`src/rtl/fetch_ctrl.sv`:
```
// fetch_ctrl: instruction-fetch sequencer for the 16-bit MIPS core.
// Owns the PC addressing the combinational instruction ROM and the IF/ID
// register. Handles sequential fetch, stall, jump/branch redirects with
// bubble insertion, halt/resume and a saturating fetch counter.
// Optional feature macro: FETCH_BOUND_EN (ROM bound check, S_FAULT state,
// fetch_fault port).
module fetch_ctrl #(
  parameter logic [15:0] RESET_PC  = 16'h0000,
  parameter int unsigned ROM_WORDS = 16,
  parameter logic [15:0] NOP_INSTR = 16'h0000
) (
  input  logic        clk,
  input  logic        reset,
  output logic [15:0] pc,
  input  logic [15:0] instr_in,
  input  logic        stall,
  input  logic        jump,
  input  logic [11:0] jump_target,
  input  logic        branch_taken,
  input  logic [15:0] branch_target,
  input  logic        halt,
  input  logic        resume,
  output logic [15:0] if_id_instr,
  output logic [15:0] if_id_pc2,
  output logic        if_id_valid,
  output logic        halted,
`ifdef FETCH_BOUND_EN
  output logic        fetch_fault,
`endif
  output logic [15:0] fetch_count
);

`ifdef FETCH_BOUND_EN
  typedef enum logic [1:0] {S_RUN, S_HALT, S_FAULT} state_t;
`else
  typedef enum logic {S_RUN, S_HALT} state_t;
`endif

  // Elaboration-time sanity check on the configuration.
  if (ROM_WORDS == 0 || RESET_PC[0] != 1'b0) begin : g_param_check
    $error("fetch_ctrl: ROM_WORDS must be nonzero and RESET_PC even");
  end

  state_t      state_q, state_d;
  // PC is stored as a word address; bit 0 is always zero on the port.
  logic [14:0] pc_q, pc_d;
  logic [15:0] instr_q, instr_d;
  logic [15:0] pc2_q, pc2_d;
  logic        valid_q, valid_d;
  logic [15:0] count_q, count_d;

  logic [14:0] seq_w;
  logic [14:0] jmp_w;
  logic [14:0] br_w;
  logic [14:0] tgt_w;
  logic        load_pc;
  logic        bubble;
  logic        fetch;

  logic        unused_bits;
  assign unused_bits = branch_target[0];

  assign seq_w = pc_q + 15'd1;
  assign jmp_w = {pc_q[14:12], jump_target};
  assign br_w  = branch_target[15:1];

  // State and IF/ID register update; reset overrides everything.
  always_ff @(posedge clk) begin
    if (reset) begin
      state_q <= S_RUN;
      pc_q    <= RESET_PC[15:1];
      instr_q <= NOP_INSTR;
      pc2_q   <= '0;
      valid_q <= 1'b0;
      count_q <= '0;
    end else begin
      state_q <= state_d;
      pc_q    <= pc_d;
      instr_q <= instr_d;
      pc2_q   <= pc2_d;
      valid_q <= valid_d;
      count_q <= count_d;
    end
  end

  // Next-state logic: pick the PC source by priority, then apply the
  // common bubble/fetch effects on IF/ID once the source is settled.
  always_comb begin
    state_d = state_q;
    pc_d    = pc_q;
    instr_d = instr_q;
    pc2_d   = pc2_q;
    valid_d = valid_q;
    count_d = count_q;
    tgt_w   = seq_w;
    load_pc = 1'b0;
    bubble  = 1'b0;
    fetch   = 1'b0;

    case (state_q)
      S_RUN: begin
        if (branch_taken) begin
          tgt_w   = br_w;
          load_pc = 1'b1;
          bubble  = 1'b1;
        end else if (jump) begin
          tgt_w   = jmp_w;
          load_pc = 1'b1;
          bubble  = 1'b1;
        end else if (halt) begin
          state_d = S_HALT;
          bubble  = 1'b1;
        end else if (!stall) begin
          tgt_w   = seq_w;
          load_pc = 1'b1;
          fetch   = 1'b1;
        end
      end
      S_HALT: begin
        valid_d = 1'b0;
        if (resume) begin
          state_d = S_RUN;
        end
      end
`ifdef FETCH_BOUND_EN
      S_FAULT: begin
        valid_d = 1'b0;
      end
`endif
      default: begin
        state_d = S_RUN;
      end
    endcase

    if (load_pc) begin
`ifdef FETCH_BOUND_EN
      // An out-of-range destination aborts the load: pc keeps its last
      // legal value and the would-be fetch becomes a bubble.
      if (32'(tgt_w) >= ROM_WORDS) begin
        state_d = S_FAULT;
        bubble  = 1'b1;
        fetch   = 1'b0;
      end else begin
        pc_d = tgt_w;
      end
`else
      pc_d = tgt_w;
`endif
    end

    if (bubble) begin
      instr_d = NOP_INSTR;
      valid_d = 1'b0;
    end

    if (fetch) begin
      instr_d = instr_in;
      pc2_d   = {seq_w, 1'b0};
      valid_d = 1'b1;
      if (count_q != '1) begin
        count_d = count_q + 16'd1;
      end
    end
  end

  assign pc          = {pc_q, 1'b0};
  assign if_id_instr = instr_q;
  assign if_id_pc2   = pc2_q;
  assign if_id_valid = valid_q;
  assign fetch_count = count_q;
  assign halted      = (state_q == S_HALT);
`ifdef FETCH_BOUND_EN
  assign fetch_fault = (state_q == S_FAULT);
`endif

endmodule

```
`config.mk`:
```
export PLATFORM = sky130hd
export DESIGN_NAME = fetch_ctrl
export DESIGN_NICKNAME = d
export VERILOG_FILES = /design/src/rtl/fetch_ctrl.sv
export SDC_FILE = /design/constraint.sdc
export NUM_CORES = 1
export LEC_CHECK = 0
export CORE_UTILIZATION = 34
export CTS_BUF_LIST = sky130_fd_sc_hd__clkbuf_8
export DETAILED_ROUTE_END_ITERATION = 8
export GPL_TIMING_DRIVEN = 0
export MAX_ROUTING_LAYER = met4
export SLEW_MARGIN = 20
export SYNTH_ARGS = -nofsm -noshare
export SYNTH_HDL_FRONTEND = slang
export SYNTH_SLANG_ARGS = --single-unit
```
`constraint.sdc`:
```
create_clock -name clk -period 2.8 [get_ports clk]
set_clock_uncertainty 0.05 [all_clocks]
set_input_delay 0.56 -clock clk [delete_from_list [all_inputs] [get_ports clk]]
set_output_delay 0.56 -clock clk [all_outputs]
set_load 0.05 [all_outputs]
```
==> results.toml, run 1 <==
[sta]
clock.fmax_mhz = 387
rsz0062_at_grt = "no"
relSlewSlack = 0.479
min_period_ns = 2.59
slew_viol_final = 0
setup_viol_count_final = 0
worstMarginPinSlew_ns = 0.778
period_share = 0.923
hold_violations = 0

[clocking]
cts_buffers = 9
cts_setup_buffers = 0
cts_tree = "built"
clk_pin_slew_ns = 0.07
root_buffer = "clkbuf_8"
clk_latency_ns = 0.35
clock_path_buffers = 2
h-tree-depth = 3
cts_sinks = 64

[place]
placed_area_um2 = 4330
portBuffers = 112
placed_cells = 585
dp_hpwl_mm = 6.85
gp_congestion = 0.834

[layout]
layout-drive-gt1-share = 0.0589
fill_cells = 845
final_cells = 600
fin_area_um2 = 4530
multi_input_area_um2 = 1670
nets = 541
syn_to_final_growth_pct = 47.4
seqCellArea_um2 = 1280
diodes = 0

[synth]
yosys.cell_types.count = 51
synth_top_area_frac = 0.417
synth_xor_area_frac = 0.0712
synthAdderAreaFrac = 0.00814
yosysWarnings = 0
synthTopCellsByArea = "dfxtp_1, nor2_1, a22oi_1"
synthMuxAreaShare = 0.00651
synth_commonest_cells = "nor2_1, dfxtp_1, a22oi_1"
mappedNetlistArea_um2 = 3070
synth_top_flop_cell = "dfxtp_1"
seq_area_frac_synth = 0.417
ys_ff_latch = 64
yosys.area.top_type = "dfxtp_1"
synthSimpleGateAreaFrac = 0.248
synth-compound-area-share = 0.205
yosysMostFrequentCell = "nor2_1"
synth_top_family_by_area = "simple AND/OR/NAND/NOR gates"
async_reset_ff_frac = 0
synth_edf_count = 0
avgSynthCellArea_um2 = 8.45
synthCells = 364

[global_route]
grt_usage = 0.211
grt-ovfl-total = 0
grt_max_degree = 11
antenna_found_initial = 0
grt_pass1_wl_mm = 15.3
grt_pass1_vias = 3073

[setup_path]
cp_slowest_cell = "or4_4"
startpoint_type = "input port"
arrival_ns = 2.76
path_class = "in -> reg"
endpoint_kind = "flop"
worstReg2RegStart = "pc_q[0]"
crit_fanout = 9
max_stage_delay_ns = 0.60
critical_path.cell_chain = "clkdlybuf4s50_1, or4_4, or2_1, clkbuf_1, a21oi_1, mux2i_1, nor2_1"
required_ns = 2.97
crit_start = "branch_taken"

[power_and_ir_drop]
leakage_nw = 1.52
ir_drop_mv = 0.238
powerDensity_nw_per_um2 = 476

[routing]
drtPass1Iterations = 4
via_per_inst = 5.22
wl_per_cell_um = 15.4
num_vias = 3130
drc = 0
drtIter0Drc = 173
wl_mm = 9.27
drtAntennaViolNets = 0

[floorplanning]
die-area_um2 = 9430
die_h_um = 97.1
io_pins = 117
initial_utilization = 0.353
rows = 34
die_w_um = 97.1
coreArea_um2 = 8720

[run_status]
status = "completed"

[hold_path]
hp-class = "reg -> reg"
hp-start = "if_id_pc2[2]"

[run]
max_cap_violations = 0
-- per-layer routing --
metal / GRT usage / up-vias / part of all wire
met5: - / - / 0
met4: 0.0654 / 0 / 0.015
met3: 0.0597 / 18 / 0.068
met2: 0.304 / 103 / 0.43
met1: 0.285 / 1452 / 0.48
li1: - / 1557 / -
-- logic make-up after synthesis --
kind of cell | count (synthesis)
and+or+nand+nor | 154
other | 1
xor gates and xnor gates | 25
muxes | 2
DFF | 64
buffers and inverters | 31
AOI/OAI and AO/OA | 85
adders and majority gates | 2
-- critical path: cells and delay by family --
kind | cells | cell delay (ns)
compound gates | 1 | 0.37
mux | 1 | 0.23
simple gates | 3 | 0.88
buf+inv | 2 | 0.72
-- area by class of cell --
class,instances,area share
clock buffer,10,0.0304
clock inverter,5,0.0110
multi-input combinational,270,0.369
buffer,25,0.0243
sequential,64,0.283
inverter,6,0.00497
timing repair buffer,112,0.247
tap,108,0.0298
-- final timing paths --
| check | end | slack, ns | cells past startpoint |
|---|---|---|---|
| max | fetch_count[1] | 0.21 | 7 |
| min | if_id_pc2[2] | 0.41 | 2 |
| max reg2reg | pc_q[14] | 0.33 | 6 |
| min reg2reg | if_id_pc2[2] | 0.41 | 2 |
-- placed cells by master (no fill, tap or decap), types with 12 or more instances in the layout --
cell / netlist / layout
clkdlybuf4s50_1: 0 / 112
nor2_1: 68 / 67
dfxtp_1: 64 / 64
a22oi_1: 22 / 22
clkbuf_1: 20 / 20
nand2_1: 20 / 20
a211oi_1: 17 / 17
nand3_1: 16 / 16
xnor2_1: 14 / 14
nor3_1: 12 / 12
-- registers in the layout (all words and copies together), names as in the netlist --
name         count
if_id_instr     16
pc_q            15
halted           1
if_id_pc2       15
if_id_valid      1
fetch_count     16
-- metrics by stage --
stage / hold slack, ns / setup TNS, ns / total power, mW / util / setup WS (ns)
2_1_floorplan: 0.625 / 0 / 1.22 / - / 0.397
3_3_place_gp: 0.394 / -7.03 / 1.39 / 0.497 / -0.205
3_5_place_dp: 0.401 / -7.70 / 1.39 / 0.497 / -0.238
4_1_cts: 0.411 / 0 / 2.17 / 0.519 / 0.126
5_1_grt: 0.440 / 0 / 2.25 / 0.520 / 0.121
6_report: 0.412 / 0 / 2.16 / 0.520 / 0.214
-- power breakdown --
part	switching [mW]	total [mW]	internal [mW]
clock	0.364	0.787	0.423
sequential	0.0349	0.973	0.938
combinational	0.227	0.396	0.169
total	0.627	2.16	1.53
-- what timing repair did --
action	CTS	global route
hold buffers	0	0
setup endpoints to repair	0	4
hold endpoints to repair	0	0
gates resized for setup	0	2
No activity file was read; power rests on OpenSTA's default activity.
==> run 2, diff against run 1 <==
--- a/config.mk
+++ b/config.mk
@@ -10,7 +10,6 @@
 export DETAILED_ROUTE_END_ITERATION = 8
 export GPL_TIMING_DRIVEN = 0
 export MAX_ROUTING_LAYER = met4
-export SLEW_MARGIN = 20
 export SYNTH_ARGS = -nofsm -noshare
 export SYNTH_HDL_FRONTEND = slang
 export SYNTH_SLANG_ARGS = --single-unit
==> results of run 2 <==
Final layout, timing and power as in run 1 (identical DEF).
==> run 3, diff against run 2 <==
--- a/config.mk
+++ b/config.mk
@@ -5,6 +5,7 @@
 export SDC_FILE = /design/constraint.sdc
 export NUM_CORES = 1
 export LEC_CHECK = 0
+export ABC_CLOCK_PERIOD_IN_PS = 3100
 export CORE_UTILIZATION = 34
 export CTS_BUF_LIST = sky130_fd_sc_hd__clkbuf_8
 export DETAILED_ROUTE_END_ITERATION = 8
==> constraint.sdc (replaced) <==
create_clock -name clk -period 3.1 [get_ports clk]
set_clock_uncertainty 0.05 [all_clocks]
set_input_delay 0.62 -clock clk [delete_from_list [all_inputs] [get_ports clk]]
set_output_delay 0.62 -clock clk [all_outputs]
set_load 0.05 [all_outputs]
==> run 3 against run 2 <==
Against the previous run: highest routed layer unchanged; via count grew 0.19%; global-route usage is the same; die area is the same; hold slack is essentially flat; count of clock-buffer cells in the layout is the same; wire length is essentially flat; largest cell class unchanged; critical path depth shrank 1; first-iteration DRC count grew 6.4%; clock power shrank 9.7%; critical path type unchanged; non-clock buffer count is the same; flip-flop and latch count is the same.
==> results.toml, run 3 (synthesized netlist as in run 1, its figures left out) <==
[sta]
min_period_ns = 2.72
slew_viol_final = 0
hold_violations = 0
worstMarginPinSlew_ns = 0.888
rsz0062_at_grt = "no"
period_share = 0.878
setup_tns_ns = 0
setup_viol_count_final = 0
clock.fmax_mhz = 368
relSlewSlack = 0.402

[setup_path]
critPathBufInv = 1
max_stage_delay_ns = 0.75
startpoint_type = "input port"
cp_top_family = "simple AND/OR/NAND/NOR gates"
path_class = "in -> reg"
cp_slowest_cell = "nor4_1"
arrival_ns = 2.89
crit_fanout = 5
endpoint_kind = "flop"
required_ns = 3.27
critical_path.cell_chain = "clkdlybuf4s50_1, or4_4, nor4_1, nand3_1, xor2_1, nor2_1"

[routing]
via_per_inst = 5.23
drtIter0Drc = 184
drtAntennaViolNets = 0
wl_mm = 9.27
wl_per_cell_um = 15.5
drtPass1Iterations = 4
drc = 0
num_vias = 3136

[place]
gp_congestion = 0.834
portBuffers = 112
dp_hpwl_mm = 6.85
placed_area_um2 = 4330

[floorplanning]
io_pins = 117
initial_utilization = 0.353
die_w_um = 97.1
die_h_um = 97.1
coreArea_um2 = 8720
rows = 34
die-area_um2 = 9430

[power_and_ir_drop]
combPwrFrac = 0.184
leakage_nw = 1.52
seq_power_share = 0.451
switching_power_uw = 566
clkPwrFrac = 0.365
p_int_mw = 1.38
ir_drop_mv = 0.214
powerDensity_nw_per_um2 = 431
switching_share = 0.291

[clocking]
h-tree-depth = 3
root_buffer = "clkbuf_8"
cts_tree = "built"
cts_setup_buffers = 0
clk_pin_slew_ns = 0.07
clk_latency_ns = 0.35
cts_hold_buf = 0
cts_sinks = 64
cts_buffers = 9
clock_path_buffers = 2
ctsResizeCount = 0

[layout]
syn_to_final_growth_pct = 47.1
fin_area_um2 = 4520
layout_common_cells = "clkdlybuf4s50_1, nor2_1, dfxtp_1"
final_common_cell = "clkdlybuf4s50_1"
layout-drive-gt1-share = 0.0549
diodes = 0
nets = 541

[global_route]
grt-ovfl-total = 0
grt_pass1_wl_mm = 15.3
grt_max_degree = 11
grt_usage = 0.211
antenna_found_initial = 0
grt_pass1_vias = 3073

[hold_path]
hp-class = "reg -> reg"

[run_status]
status = "completed"

[run]
max_cap_violations = 0
[run 3: worst register-to-register path, delay by kind of cell (launching register included)]
family,cells,cell delay [ns]
AND/OR/NAND/NOR,4,1.50
flip-flops,1,0.47
adder cells (fa/ha/maj),1,0.24
AO/OA/AOI/OAI,1,0.15
[run 3: path summary, 6_finish.rpt]
kind | startpoint | cells after the start | slack, ns | end
worst max-delay path | branch_taken | 6 | 0.38 | fetch_count[14]
worst min-delay path | if_id_pc2[2] | 2 | 0.41 | if_id_pc2[2]
worst max register to register | pc_q[0] | 6 | 0.63 | pc_q[14]
worst min register to register | if_id_pc2[2] | 2 | 0.41 | if_id_pc2[2]
[run 3: layout make-up]
class | count | area (µm²)
inverters | 6 | 22.5
repair buffers | 112 | 1120
flip-flops and latches | 64 | 1280
plain buffers | 25 | 110
clock buffers | 10 | 138
well taps | 108 | 135
fillers | 845 | 4200
multi-input cells | 270 | 1660
clock inverters | 5 | 50.0
[run 3: power groups by stage]
stage	clock network [mW]	registers, mW	logic (mW)
final	0.711	0.879	0.358
after global routing	0.762	0.883	0.383
after CTS	0.723	0.879	0.359
after detailed placement	0	0.897	0.357
after global placement	0	0.897	0.355
after floorplan	0	0.979	0.121
[run 3: per-layer routing]
| metal | share of wire | vias to the layer above | global-route usage |
|---|---|---|---|
| met5 | 0 | - | - |
| met4 | 0.013 | 0 | 0.0654 |
| met3 | 0.073 | 14 | 0.0597 |
| met2 | 0.44 | 115 | 0.304 |
| met1 | 0.48 | 1449 | 0.285 |
| li1 | - | 1558 | - |
[run 3: metrics by stage]
stage / power (mW) / std cells / setup WS [ns] / utilization / hold WS, ns
after CTS: 1.96 / 600 / 0.366 / 0.519 / 0.411
after global routing: 2.03 / 600 / 0.170 / 0.519 / 0.440
after detailed placement: 1.25 / 585 / 0.00198 / 0.497 / 0.401
final: 1.95 / 600 / 0.379 / 0.519 / 0.412
after floorplan: 1.10 / 365 / 0.637 / - / 0.625
after global placement: 1.25 / 585 / 0.0353 / 0.497 / 0.394
